==> src/rtl/lfsr_galois_gen.sv <==
// lfsr_galois_gen: parametrised Galois LFSR word source with a valid/ready
// output handshake, run-time seed load, period-wrap pulse and all-zero
// lockup flag.
// Optional feature macro: LFSR_LOCKUP_RECOVER_EN. When it is defined, an
// all-zero state is replaced on the following edge by seed_q, or by SEED if
// seed_q is zero.
module lfsr_galois_gen #(
    parameter int               WIDTH = 32,
    parameter logic [WIDTH-1:0] TAPS  = 32'h8020_0003,
    parameter logic [WIDTH-1:0] SEED  = 32'h1,
    parameter int               STEPS = 1
) (
    input  logic             clk,
    input  logic             reset_n,
    input  logic             load,
    input  logic [WIDTH-1:0] load_value,
    input  logic             out_ready,
    output logic             out_valid,
    output logic [WIDTH-1:0] q,
    output logic             wrap,
    output logic             lockup
);

    // RUN: q holds a consumable word. LOAD: the cycle after a load, when q
    // has just been replaced and is not yet offered to the consumer.
    typedef enum logic {RUN, LOAD} state_t;

    state_t           state_q, state_d;
    logic [WIDTH-1:0] q_q, q_d;
    logic [WIDTH-1:0] seed_q, seed_d;
    logic             wrap_q, wrap_d;
    logic             lockup_q, lockup_d;
    logic [WIDTH-1:0] step_val;
    logic             adv;

    // STEPS single-bit Galois shifts chained in one cycle
    always_comb begin
        step_val = q_q;
        for (int i = 0; i < STEPS; i++) begin
            step_val = (step_val >> 1) ^ (step_val[0] ? TAPS : '0);
        end
    end

    assign adv = (state_q == RUN) & out_ready & ~load;

    // Next-state selection: load wins, then lockup recovery (optional), then advance
    always_comb begin
        q_d     = q_q;
        seed_d  = seed_q;
        state_d = RUN;
        wrap_d  = 1'b0;
        if (load) begin
            q_d     = load_value;
            seed_d  = load_value;
            state_d = LOAD;
        end
`ifdef LFSR_LOCKUP_RECOVER_EN
        // A zero state is only reachable by loading zero, so this fires from
        // LOAD. RUN, and therefore out_valid, returns together with the
        // recovered state.
        else if (q_q == '0) begin
            q_d = (seed_q != '0) ? seed_q : SEED;
        end
`endif
        else if (adv) begin
            q_d    = step_val;
            wrap_d = (step_val == seed_q);
        end
        lockup_d = (q_d == '0);
    end

    // State registers with asynchronous active-low reset
    always_ff @(posedge clk or negedge reset_n) begin
        if (!reset_n) begin
            state_q  <= RUN;
            q_q      <= SEED;
            seed_q   <= SEED;
            wrap_q   <= 1'b0;
            lockup_q <= 1'b0;
        end else begin
            state_q  <= state_d;
            q_q      <= q_d;
            seed_q   <= seed_d;
            wrap_q   <= wrap_d;
            lockup_q <= lockup_d;
        end
    end

    assign out_valid = (state_q == RUN);
    assign q         = q_q;
    assign wrap      = wrap_q;
    assign lockup    = lockup_q;

endmodule

==> config.mk <==
export PLATFORM = sky130hd
export DESIGN_NAME = lfsr_galois_gen
export DESIGN_NICKNAME = d
export VERILOG_FILES = /design/src/rtl/lfsr_galois_gen.sv
export SDC_FILE = /design/constraint.sdc
export NUM_CORES = 1
export LEC_CHECK = 0
export ABC_AREA = 1
export ABC_CLOCK_PERIOD_IN_PS = 1900
export BUFFER_PORTS_ARGS = -buffer_cell sky130_fd_sc_hd__buf_4
export CAP_MARGIN = 10
export CORE_ASPECT_RATIO = 0.8
export CORE_MARGIN = 10
export CORE_UTILIZATION = 50
export DETAILED_ROUTE_END_ITERATION = 16
export HOLD_SLACK_MARGIN = 0.06
export PLACE_DENSITY_LB_ADDON = 0.15
export SLEW_MARGIN = 15
export SYNTH_ARGS = -nofsm -noshare
export SYNTH_HDL_FRONTEND = slang
export SYNTH_SLANG_ARGS = --single-unit
==> constraint.sdc <==
create_clock -name clk -period 1.9 [get_ports clk]
set_clock_uncertainty 0.15 [all_clocks]
set_input_delay 0.095 -clock clk [delete_from_list [all_inputs] [get_ports clk]]
set_output_delay 0.095 -clock clk [all_outputs]
set_load 0.05 [all_outputs]
==> reports/metrics.cfg <==
[outcome]
outcome = finished, violations left
violations = setup timing

[cells_and_area]
syn_to_final_growth_pct = 38.7
finalNetCount = 606
fillers = 534
multi_input_area_um2 = 1470
final-instance-count-excl-fill = 658
mostFrequentLayoutCells = 195 x nand2_1, 78 x buf_4, 65 x dfrtp_1, 48 x nand3_1, 45 x inv_1
regArea_um2 = 1680
antenna_cells = 0
final_common_cell = nand2_1
drive_gt1_share_pct = 18.3
finish.instance_area_um2 = 4690

[synth]
synth_seq_area_share_pct = 49.7
synthesis.area_per_instance_um2 = 7.51
synth-seq-cells = 67
synth_cell_types = 22
yosysWarnings = 0
syn-cell-area_um2 = 3380
synth_nets = 486
synthCells = 450

[detailed_routing]
drc = 0
first_pass_iters = 5
ant_nets = 0
drt-total-wl_um = 10600
post_drt_via_cell_ratio = 5.15
drt_iter0_drc = 210
drt-wirelength-per-cell_um = 16.2
num_vias = 3389

[timing]
worstMarginPinSlew_ns = 0.585
fin_ws_ns = -0.0354
rsz0062_at_grt = true
tns_ns = -0.0354
final.period_utilization_pct = 102
period_minus_slack_ns = 1.94
slew_headroom_pct = 60.8
fin_hold_ws_ns = 0.0312
slew_violations = 0
hold_viol_final = 0
finalSetupViolCount = 1
max_freq_mhz = 517

[worst_setup_path]
ff2ff_path_depth = 10
rrSetupSlack_ns = -0.04
path_cells = clkinvlp_4 -> nand2_8 -> nand2_1 -> nand3_1 -> nand2_1 -> nor2_1 -> nand2_1 -> nor2_1 -> nand2_1 -> nor2_1
end_kind = flop
crit_arrival_ns = 2.07
cpPeakStageDelay_ns = 0.45
r2r_start = state_q
path_buf_inv = 1
crit_top_cell = nand2_1
cp.required_ns = 2.04
r2r_end = lockup
crit_family = simple AND/OR/NAND/NOR gates
crit_path_max_fanout = 16
start_kind = flop
critPathKind = reg -> reg
critical-path-slowest-cell = dfrtp_1

[global_route]
grt_remaining_overflow = 0
grt_pass1_wl_um = 16800
grtUsageTotal_pct = 19.9
grt_max_degree = 46
antenna_found_initial = 0
grt_pass1_vias = 3385

[die]
die-area_um2 = 10500
core-area_um2 = 6470
initial_core_util_pct = 52.2
fp-row-count = 26
fp.dieW_um = 112
io_pins = 71
fp.dieH_um = 93.5

[placed_design]
numPortBuffers = 70
detailedPlacementHpwl_um = 7130
gp_congestion = 0.881
dpl_cell_area_um2 = 3990
dpl.cell_count = 596

[pwr]
p_per_area_nw_per_um2 = 850
clock_power_share_pct = 30.0
vdd_ir_drop_max_mv = 0.492
p_total_uw = 3990
swShare_pct = 34.1
power_frac_comb_pct = 27.9
p_sw_uw = 1360
leakagePower_uw = 0.00247
p_int_uw = 2630
pwr-share-seq_pct = 42.0

[cts]
root_buffer = clkbuf_8
cts_buffer_depth = 2
cts.sinks = 67
clk_pin_slew_ns = 0.07
insertion_delay_ns = 0.35
cts_tree = yes
cts_inserted_buffers = 9
htree_levels = 3

[hold_path]
min_path_type = in -> async

[flow_run]
cap_violations = 0

[state kept, by name, indices dropped and copies added (netlist names)]
name and cells:
q 32, seed_q 32, lockup 1, state_q 1, wrap 1
[synth_stat cells]
cell type / count / share of area [%]
buf_6: 5 / 1.7
buf_2: 1 / 0.15
xor2_1: 6 / 1.6
nand4_1: 6 / 1.1
nor2_1: 24 / 2.7
inv_2: 1 / 0.11
xnor2_1: 12 / 3.1
nand2_1: 196 / 22
buf_1: 5 / 0.56
dfrtp_1: 65 / 48
inv_1: 46 / 5.1
nand3_1: 48 / 7.1
o22ai_1: 3 / 0.56
dfstp_2: 2 / 1.6
a21oi_1: 4 / 0.59
nor2_4: 1 / 0.33
buf_4: 2 / 0.44
nor3_1: 5 / 0.74
o211ai_1: 1 / 0.22
clkbuf_1: 4 / 0.44
o21ai_0: 12 / 1.8
nand2_4: 1 / 0.33
[cell families (layout without fill, tap and decap cells)]
family / after synthesis / count (layout) / share of synthesized area [%]
simple gates: 281 / 283 / 34.0
flops: 67 / 67 / 49.7
buf+inv: 64 / 186 / 8.47
compound gates: 20 / 20 / 3.15
xor+xnor: 18 / 18 / 4.66
[how the worst max path moves through the flow]
stage | slack [ns] | start | depth (start not counted) | endpoint
floorplan | 0.20 | q[0] | 10 | lockup
global route | -0.16 | state_q | 10 | lockup
finish | -0.04 | state_q | 10 | lockup
CTS | 0.02 | reset_n | 3 | seed_q[25]
detailed placement | 0.09 | state_q | 10 | lockup
global placement | 0.11 | state_q | 10 | lockup
[through the flow]
stage | setup WS [ns] | utilization, %
2_1_floorplan | 0.203 | -
3_5_place_dp | 0.0887 | 61.7
4_1_cts | 0.0163 | 71.6
6_report | -0.0354 | 72.4
3_3_place_gp | 0.111 | 61.7
5_1_grt | -0.155 | 72.4
[routing by layer]
metal	global-route usage, %	part of all wire, %
met5	0	0
met4	4.75	1.5
met3	6.45	7.7
met2	33.7	47
met1	24.2	44
[area by class of cell]
type / instances / area share (%)
Timing Repair Buffer: 124 / 22.7
Sequential cell: 67 / 35.8
Clock buffer: 13 / 3.39
Tap cell: 84 / 2.24
Inverter: 47 / 3.84
Clock inverter: 2 / 0.747
Multi-Input combinational cell: 321 / 31.2
[power by group through the flow]
| stage | logic (uW) | clock network, uW | registers, uW |
|---|---|---|---|
| 3_5_place_dp | 1010 | 0 | 1700 |
| 6_report | 1110 | 1200 | 1680 |
| 5_1_grt | 1210 | 1270 | 1690 |
| 2_1_floorplan | 418 | 0 | 1920 |
| 3_3_place_gp | 1000 | 0 | 1690 |
| 4_1_cts | 1090 | 1210 | 1670 |
[what timing repair did]
action	4_1_cts	5_1_grt
hold buffers	45	1
endpoints found under the hold margin	131	1
gates resized for setup	0	7
setup endpoints to repair	0	24
buffers inserted	0	1
No activity file was read; power rests on OpenSTA's default activity.
